**src/rtl/fifo_pixel_streamer_pkg.sv**
```systemverilog
// Shared constants and types for the pixel FIFO read side and its output streamer.
// The FIFO and the streamer both import these so their geometry and width agree.
package fifo_pixel_streamer_pkg;

  localparam int PIX_WIDTH      = 24;
  localparam int OBUF_DEPTH     = 3;
  localparam int IMG_WIDTH_DEF  = 960;
  localparam int IMG_HEIGHT_DEF = 540;

  typedef logic [PIX_WIDTH-1:0] pixel_t;
  typedef logic [1:0]           obuf_ptr_t;

  // Buffer pointers wrap at the depth (2 -> 0), not at the 2-bit range.
  function automatic obuf_ptr_t obuf_ptr_next(input obuf_ptr_t p);
    return (p == obuf_ptr_t'(OBUF_DEPTH - 1)) ? '0 : p + 2'd1;
  endfunction

endpackage

```
**src/rtl/stream_obuf.sv**
```systemverilog
// Three-entry circular buffer that absorbs FIFO read latency in front of the stream.
// Entries and pointers clear on reset so dout reads zero until the first write.
module stream_obuf
  import fifo_pixel_streamer_pkg::*;
#(
  parameter int DATA_WIDTH = PIX_WIDTH
) (
  input  logic                  clk,
  input  logic                  rst_n,
  input  logic                  wr,
  input  logic [DATA_WIDTH-1:0] wdata,
  input  logic                  pop,
  output logic [DATA_WIDTH-1:0] dout,
  output logic [1:0]            count
);

  logic [DATA_WIDTH-1:0] mem [OBUF_DEPTH];
  obuf_ptr_t             wr_ptr;
  obuf_ptr_t             rd_ptr;

  always_ff @(posedge clk or negedge rst_n) begin
    if (!rst_n) begin
      for (int i = 0; i < OBUF_DEPTH; i++) mem[i] <= '0;
      wr_ptr <= '0;
      rd_ptr <= '0;
      count  <= '0;
    end else begin
      if (wr) begin
        mem[wr_ptr] <= wdata;
        wr_ptr      <= obuf_ptr_next(wr_ptr);
      end
      if (pop) rd_ptr <= obuf_ptr_next(rd_ptr);
      case ({wr, pop})
        2'b10:   count <= count + 2'd1;
        2'b01:   count <= count - 2'd1;
        default: count <= count;
      endcase
    end
  end

  assign dout = mem[rd_ptr];

endmodule

```
**src/rtl/fifo_pixel_streamer.sv**
```systemverilog
// Drains the pixel FIFO into a valid/ready pixel stream with line (tlast) and
// frame (tuser) markers derived from raster counters that advance on each pop.
module fifo_pixel_streamer
  import fifo_pixel_streamer_pkg::*;
#(
  parameter int DATA_WIDTH = PIX_WIDTH,
  parameter int IMG_WIDTH  = IMG_WIDTH_DEF,
  parameter int IMG_HEIGHT = IMG_HEIGHT_DEF
) (
  input  logic                  clk,
  input  logic                  rst_n,
  input  logic                  fifo_empty,
  input  logic [DATA_WIDTH-1:0] fifo_odata,
  output logic                  fifo_rd,
  output logic                  m_axis_tvalid,
  input  logic                  m_axis_tready,
  output logic [DATA_WIDTH-1:0] m_axis_tdata,
  output logic                  m_axis_tlast,
  output logic                  m_axis_tuser
);

  localparam int X_W = (IMG_WIDTH  > 1) ? $clog2(IMG_WIDTH)  : 1;
  localparam int Y_W = (IMG_HEIGHT > 1) ? $clog2(IMG_HEIGHT) : 1;
  localparam logic [X_W-1:0] X_LAST = X_W'(IMG_WIDTH - 1);
  localparam logic [Y_W-1:0] Y_LAST = Y_W'(IMG_HEIGHT - 1);

  logic           inflight;
  logic [1:0]     buf_count;
  logic           pop;
  logic [X_W-1:0] x_cnt;
  logic [Y_W-1:0] y_cnt;

  // Credit rule: a read is only issued when the word it returns is guaranteed a
  // slot, counting the word already in flight. No dependence on m_axis_tready.
  assign fifo_rd = rst_n & ~fifo_empty &
                   (({1'b0, buf_count} + {2'b00, inflight}) < 3'(OBUF_DEPTH));

  // Handshake: a pixel transfers on any cycle with tvalid=1 and tready=1; while
  // tvalid=1 and tready=0 the pixel and its markers are held unchanged.
  assign pop = m_axis_tvalid & m_axis_tready;

  always_ff @(posedge clk or negedge rst_n) begin
    if (!rst_n) inflight <= 1'b0;
    else        inflight <= fifo_rd;
  end

  stream_obuf #(
    .DATA_WIDTH(DATA_WIDTH)
  ) u_obuf (
    .clk  (clk),
    .rst_n(rst_n),
    .wr   (inflight),
    .wdata(fifo_odata),
    .pop  (pop),
    .dout (m_axis_tdata),
    .count(buf_count)
  );

  always_ff @(posedge clk or negedge rst_n) begin
    if (!rst_n) begin
      x_cnt <= '0;
      y_cnt <= '0;
    end else if (pop) begin
      if (x_cnt == X_LAST) begin
        x_cnt <= '0;
        y_cnt <= (y_cnt == Y_LAST) ? '0 : y_cnt + 1'b1;
      end else begin
        x_cnt <= x_cnt + 1'b1;
      end
    end
  end

  assign m_axis_tvalid = (buf_count != 2'd0);
  assign m_axis_tlast  = m_axis_tvalid & (x_cnt == X_LAST);
  assign m_axis_tuser  = m_axis_tvalid & (x_cnt == '0) & (y_cnt == '0);

endmodule

```
**config.mk**
```make
export PLATFORM = sky130hd
export DESIGN_NAME = fifo_pixel_streamer
export DESIGN_NICKNAME = d
export VERILOG_FILES = /design/src/rtl/fifo_pixel_streamer_pkg.sv /design/src/rtl/stream_obuf.sv /design/src/rtl/fifo_pixel_streamer.sv
export SDC_FILE = /design/constraint.sdc
export NUM_CORES = 1
export LEC_CHECK = 0
export ABC_AREA = 1
export BUFFER_PORTS_ARGS = -buffer_cell sky130_fd_sc_hd__buf_4
export CORE_ASPECT_RATIO = 0.5
export CORE_MARGIN = 4
export CORE_UTILIZATION = 40
export DETAILED_ROUTE_END_ITERATION = 10
export PLACE_DENSITY = 0.58
export SKIP_LAST_GASP = 1
export SLEW_MARGIN = 20
export SYNTH_ARGS = -nofsm -noshare
export SYNTH_HDL_FRONTEND = slang
export SYNTH_HIERARCHICAL = 1
export SYNTH_SLANG_ARGS = --single-unit
```
**constraint.sdc**
```tcl
create_clock -name clk -period 1.8 [get_ports clk]
set_input_delay 0.36 -clock clk [delete_from_list [all_inputs] [get_ports clk]]
set_output_delay 0.36 -clock clk [all_outputs]
set_load 0.02 [all_outputs]
```
==> results of run 1 <==
[cells by family after synthesis]
kind of cell	after synthesis	share of synthesized area, %
adders and majority gates	7	1.78
AOI/OAI and AO/OA	85	9.85
buffers and inverters	89	8.50
DFF	99	50.4
xor gates and xnor gates	5	0.891
and+or+nand+nor	319	28.6
[cell usage in the layout, fill, tap and decap left out, types with 2 or more instances in the layout]
master,count
nand2_1,175
o21ai_0,45
nand3_2,31
nor2_2,2
nor2_1,26
nand2_4,26
nand4_1,5
o21ai_2,15
buf_4,46
nor2_4,9
o21ai_1,22
inv_8,2
nand3_1,16
ha_1,4
xor2_1,4
clkbuf_16,11
buf_6,32
nand2_2,20
ha_4,2
nor3_2,3
dfrtp_1,93
inv_6,2
buf_16,2
inv_1,63
dfrtp_2,6
buf_12,9
[cells in the mapped netlist (all sizes together)]
cell type | n | area (um^2)
o21bai | 1 | 7.51
and3 | 1 | 7.51
xnor2 | 1 | 8.76
clkbuf | 3 | 11.3
or3b | 1 | 8.76
a21oi | 2 | 10.0
nor3 | 4 | 20.0
nor2 | 37 | 201
inv | 65 | 244
dfrtp | 99 | 2480
buf | 21 | 163
nand3b | 1 | 7.51
nand3 | 48 | 283
o21ai | 82 | 467
nand4 | 6 | 43.8
nand2 | 221 | 832
xor2 | 4 | 35.0
ha | 7 | 87.6
[worst register-to-register path, delay by kind of cell, from the launching register on]
family / cells / cell delay [ns]
buf+inv: 2 / 0.25
fa+ha+maj: 1 / 0.32
flops: 1 / 0.41
simple gates: 5 / 0.43
[cell type report]
cell class | count | share of cell area (%)
clock buffers | 9 | 3.37
flip-flops and latches | 99 | 37.2
clock inverters | 6 | 0.844
multi-input cells | 416 | 36.8
repair buffers | 91 | 14.8
well taps | 165 | 3.09
inverters | 65 | 3.84
[power by group through the flow]
stage | Combinational, uW | Sequential, uW | Clock, uW
CTS | 5740 | 3780 | 1930
finish | 6440 | 3950 | 1860
global placement | 4470 | 3750 | 0
global route | 6980 | 4090 | 2010
floorplan | 2890 | 3680 | 0
detailed placement | 4530 | 3770 | 0
[metrics by stage]
step | setup WS, ns | setup TNS, ns | area, um^2 | utilization, %
CTS | -0.303 | -3.68 | 6300 | 52.9
detailed placement | 0.0367 | 0 | 5570 | 46.8
finish | -0.274 | -2.39 | 6670 | 56.0
global route | -0.325 | -3.92 | 6670 | 56.0
floorplan | 0.0757 | 0 | 4930 | -
global placement | 0.0383 | 0 | 5570 | 46.8
[sequential cells by signal, indices dropped and copies added (netlist names)]
register,cells
u_obuf/count,2
x_cnt,10
y_cnt,10
u_obuf/wr_ptr,2
u_obuf/mem,72
inflight,1
u_obuf/rd_ptr,2
[worst max path at each step]
stage / endpoint / cells past startpoint / slack, ns / from
2_1_floorplan: fifo_rd / 4 / 0.08 / inflight$_DFF_PN0_
3_3_place_gp: fifo_rd / 5 / 0.04 / inflight$_DFF_PN0_
3_5_place_dp: fifo_rd / 5 / 0.04 / inflight$_DFF_PN0_
4_1_cts: fifo_rd / 5 / -0.30 / inflight$_DFF_PN0_
5_1_grt: fifo_rd / 5 / -0.32 / inflight$_DFF_PN0_
6_report: fifo_rd / 5 / -0.27 / inflight$_DFF_PN0_
[timing repair]
item                                    in CTS  in global routing
pin swaps                                   10                 26
endpoints found under the setup margin      27                 27
hold buffers                                 0                  0
setup buffers                               14                  2
gates resized for setup                     58                 92
cloned                                       4                  2
[routing by layer]
layer	vias to the layer above	wire length, um	global-route usage [%]
li1	2067	-	-
met5	-	0	0
met4	0	198	3.62
met3	15	375	3.80
met2	63	5660	29.0
met1	1955	5760	23.8
==> run metrics, run 1 <==
H-Tree Level Count=3; Worst-path clk slew=0.07 ns; final worst-path cycle share=115%; Hold Violations, Final=0; Worst Setup End Kind=primary output; Placed Cells=816; sequential power share=32.3%; Post-Route WL=12000 um; #FFs+latches synth=99; Post-Syn Nets=639; Worst Max-Slew Pin Slew=approximately 0.59 ns; # fillers=1076; R2R depth=8; Ant. Diodes=0; Seq/Total Area, Yosys=50.4%; max_cap viols=0; total global-route track usage=17.5%; Via density=4.82; Initial Util=between 40 and 50%; final worst setup slack=-0.274 ns; Combinational Power Share=52.6%; worst path cell trace=ha_4 > ha_4 > or3b_4 > a21oi_4 > buf_6; gr ovfl total=0; Pins Over Slew Limit=0; Syn Area/Cell=roughly 8.1 um^2; layout cells sized above 1=approximately 33%; row cnt=28; initial antenna violation count=0; most frequent CP cell=ha_4; Slowest-stage cell, CP=dfrtp_2; critical path's largest stage delay=0.43 ns; Hold Worst Slack=0.0582 ns; Bufs and invs on worst path=1; number of distinct library cells after synthesis=29; Core ar.=about 12000 um^2; Multi-input gate area=2450 um^2; FF-to-FF End=u_obuf/count[1]$_DFFE_PN0P_; internal power=~7000 uW; WL per Instance=14.1 um; largest net degree at the start of global routing=100; Net Sw Frac=41.1%; Post-Syn Area=4910 um^2; first-pass GRT wire length=just under 20000 um; Die X=165 um; Clock Skews=0.00846 ns; CTS Sinks=about 100; crit path DAT=1.71 ns; failing checks=negative setup slack; Critical Path RT=about 1.4 ns; Area growth syn-to-layout=35.8%; num ports=56; hold crit path type=input port to asynchronous set/reset pin; CTS buffer count=9; Pwr Total=12200 uW; Mapped Cells=604; antenna viol nets, final=0; Crit Path Max Fanout=2; PortBufs=55; worst relative slew slack=60.9%; power density over cell area=roughly 1800 nW/um^2; DR iter-0 viols=285; RR Startpoint=u_obuf/count[0]$_DFFE_PN0P_; P_sw=between 5000 and 6000 uW; clock root buffer master=clkbuf_16; Lkg Pwr=0.00347 uW; GP Congestion=0.771; Clk pwr share=15.2%; drt pass-1 iters=4; Finished Layout Cells=851; Peak Freq=0.482 GHz; CTS tree=yes; Nets=717; Worst VDD drop=between 0.9 and 1 mV; Final HPWL DP=7220 um; Die Span Y=86.4 um; Sequential cell area=2480 um^2; outcome=finished with violations; CP Class=register to primary output; final setup fails=26; CP Launch Type=register; CTS Buffer Depth=2; r2r setup slk=0.28 ns; vias in the first global route=4021; DRC Markers=0; warnings from Yosys=6; Via Count=between 4000 and 5000; die area=14200 um^2; Tmin final=2.07 ns; clk_lat worst skew=0.34 ns; family with the most delay on the worst path=flip-flops; RSZ-0062 raised after global routing=true
(Power assumes the default switching activity.)
==> run 2: changes to the inputs <==
PLACE_DENSITY = 0.68   (was 0.58)
REMOVE_ABC_BUFFERS = 1   (was not set)
SYNTH_HIERARCHICAL = not set   (was 1)
==> run 2 against run 1 <==
Compared with the run above: the flow still finishes with violations (negative setup slack); via count decreased by 3.1%; critical path depth is the same; cell area is 2.5% lower; combinational power fell by 1%; sequential power is 2% higher; fmax is 0.22% higher; die area shrank 4.6%; register-to-register slack lost 0.06 ns; clock power fell by 4%; worst hold slack improved by 0.015 ns; setup slack better by 0.0046 ns; core utilization rose by 2.1 points.
==> run metrics, run 2 <==
outcome=finished with violations; failing checks=negative setup slack; clk_lat worst skew=0.35 ns (about the same); post-route cell area=6500 um^2 (-2.5%); Pins Over Slew Limit=0 (unchanged); Placed Cells=782 (-4.2%); Peak Freq=0.483 GHz (+0.22%); CTS tree=yes; Via Count=3972 (-3.1%); Synth top area share=53.1% (+2.6 points); Area growth syn-to-layout=39.3%; Die Span Y=84.4 um (-2.3%); Nets=693 (-3.3%); Via density=4.83 (+0.30%); Sequential cell area=2480 um^2 (about the same); post-route setup TNS=-3.08 ns (-0.696 ns); worst relative slew slack=64.2% (+3.3 points); Cell Area, Placed=5380 um^2 (-3.4%); pre-CTS setup slack=-0.0943 ns (-0.131 ns); Initial Util=41.8% (+0.50 points); vias in the first global route=3959 (-1.5%); power density over cell area=1870 nW/um^2 (+1.8%); commonest cells after routing, fill and taps aside=nand2_1, dfrtp_1, o21ai_0, buf_4, inv_1; total global-route track usage=17.6% (+0.084 points); Post-Route WL=11500 um (-3.9%); #FFs+latches synth=99 (unchanged); Worst Setup End Kind=primary output; final worst setup slack=-0.270 ns (+0.00461 ns); final setup fails=26 (unchanged); commonest non-fill, non-tap cell in the layout=nand2_1; CP Launch Type=register; synth cell count leaders=nand2_1, dfrtp_1, o21ai_0, inv_1, nand3_1; PortBufs=55 (unchanged); post-synthesis mux area share=0% (unchanged); CP Class=register to primary output; # fillers=971 (-9.8%); Die X=161 um (-2.4%); Hold Worst Slack=0.0729 ns (+0.0147 ns); biggest regs=u_obuf.mem (72), x_cnt (10), y_cnt (10); CTS Sinks=99 (unchanged); antenna viol nets, final=0 (unchanged); Clock Skews=0.00709 ns (-0.00137 ns); hold crit path type=input port to asynchronous set/reset pin; first-pass GRT wire length=19400 um (-2.3%); Synth Area in XOR/XNOR=1.50% (+0.61 points); RSZ-0062 raised after global routing=true; max FFs per register=72 (unchanged); Ant. Diodes=0 (unchanged); Worst VDD drop=0.772 mV (-16%); Post-Syn Area=4670 um^2 (-5.0%); Worst-path clk slew=0.06 ns (about the same); warnings from Yosys=0 (-6); most numerous cell in the Yosys netlist=nand2_1; Worst Max-Slew Pin Slew=0.537 ns (-0.0493 ns); post-synthesis simple-gate area fraction=27.9% (-0.62 points); Multi-input gate area=2360 um^2 (-3.8%); R2R depth=7 (-1); Hold Violations, Final=0 (unchanged); Top FF cell, synth=dfrtp_1; DR iter-0 viols=331 (+16%); EDFF count, synth=0 (unchanged); RR Startpoint=u_obuf.count[0]$_DFFE_PN0P_; CP endpoint=fifo_rd; Mapped Cells=576 (-4.6%); row cnt=27 (-3.6%); DRC Markers=0 (unchanged); worst setup path start=u_obuf.count[0]$_DFFE_PN0P_; FF-to-FF End=inflight$_DFF_PN0_; main combinational cell family by area after synthesis=simple AND/OR/NAND/NOR gates; Critical Path RT=1.44 ns (about the same); gr ovfl total=0 (unchanged); Tmin final=2.07 ns (-0.00461 ns); crit path DAT=1.71 ns (about the same); Finished Layout Cells=822 (-3.4%); Final HPWL DP=6210 um (-14%); CTS Buffer Depth=2 (unchanged); post-synthesis adder-cell area fraction=1.88% (+0.094 points); CTS buffer count=9 (unchanged); num ports=56 (unchanged); drt pass-1 iters=5 (+1); r2r setup slk=0.22 ns (-0.06 ns); largest net degree at the start of global routing=100 (unchanged); Crit Path Max Fanout=2 (unchanged); max_cap viols=0 (unchanged); Core ar.=11200 um^2 (-6.1%); H-Tree Level Count=3 (unchanged); die area=13600 um^2 (-4.6%); Area contributors post-synth=dfrtp_1, nand2_1, o21ai_0; Seq/Total Area, Yosys=53.1% (+2.6 points); Syn Area/Cell=8.11 um^2 (-0.37%); GP Congestion=0.815 (+5.8%); clock root buffer master=clkbuf_16; layout cells sized above 1=30.9% (-2.3 points); Largest Register=u_obuf.mem; area leader, netlist=dfrtp_1; Synth async-reset ratio=100% (unchanged); WL per Instance=14.0 um (-0.47%); initial antenna violation count=0 (unchanged); number of distinct library cells after synthesis=27 (-6.9%); Lkg Pwr=0.00340 uW (-2.0%); final worst-path cycle share=115% (-0.26 points); Synth Area in Compound Gates=9.30% (-0.55 points)
-- run 2: layout make-up --
| class | instances | share of cell area (%) |
|---|---|---|
| timing repair buffer | 93 | 15.2 |
| clock inverter | 6 | 0.616 |
| clock buffer | 10 | 3.52 |
| sequential | 99 | 38.2 |
| tap | 159 | 3.06 |
| inverter | 53 | 3.14 |
| multi-input combinational | 402 | 36.3 |
-- run 2: worst min-delay path by stage --
| stage | from | endpoint |
|---|---|---|
| after floorplan | rst_n | inflight$_DFF_PN0_ |
| after CTS | rst_n | x_cnt[9]$_DFFE_PN0P_ |
| final | rst_n | inflight$_DFF_PN0_ |
| after global routing | rst_n | u_obuf.wr_ptr[0]$_DFFE_PN0P_ |
| after detailed placement | u_obuf.mem[19]$_DFFE_PN0P_ | u_obuf.mem[19]$_DFFE_PN0P_ |
| after global placement | rst_n | x_cnt[4]$_DFFE_PN0P_ |
-- run 2: report_power, final --
group          internal [uW]  switching [uW]  total, uW
clock                    938             849       1790
combinational           2970            3380       6350
sequential              3220             801       4020
total                   7130            5030      12200
-- run 2: logic make-up after synthesis --
kind of cell | after synthesis
AND/OR/NAND/NOR | 301
buffers and inverters | 75
adder cells (fa/ha/maj) | 7
flip-flops | 99
XOR/XNOR | 8
AO/OA/AOI/OAI | 86
-- run 2: timing repair --
action | CTS | global route
setup endpoints to repair | 27 | 27
gates resized for setup | 80 | 86
pin swaps | 14 | 14
gates cloned | 6 | 1
setup buffers | 17 | 8
hold buffers | 0 | 0
-- run 2: stage by stage --
step                      total power, uW  utilization, %
final                               12200            58.2
after CTS                           11700            55.9
after global placement               8090            48.1
after floorplan                      6340               -
after detailed placement             8190            48.1
after global routing                13000            58.2
-- run 2: worst max-delay path, stage by stage, from the launching register on --
cell and delay (ns):
dfrtp_1 0.39, ha_2 0.18, ha_2 0.15, or3b_4 0.38
a21oi_4 0.13, buf_6 0.13
-- run 2: layer usage --
| layer | track usage (%) | vias up | wire (um) |
|---|---|---|---|
| met1 | 23.6 | 1885 | 5460 |
| met5 | 0 | - | 0 |
| li1 | - | 1995 | - |
| met4 | 5.50 | 0 | 147 |
| met3 | 3.92 | 15 | 460 |
| met2 | 28.6 | 77 | 5460 |
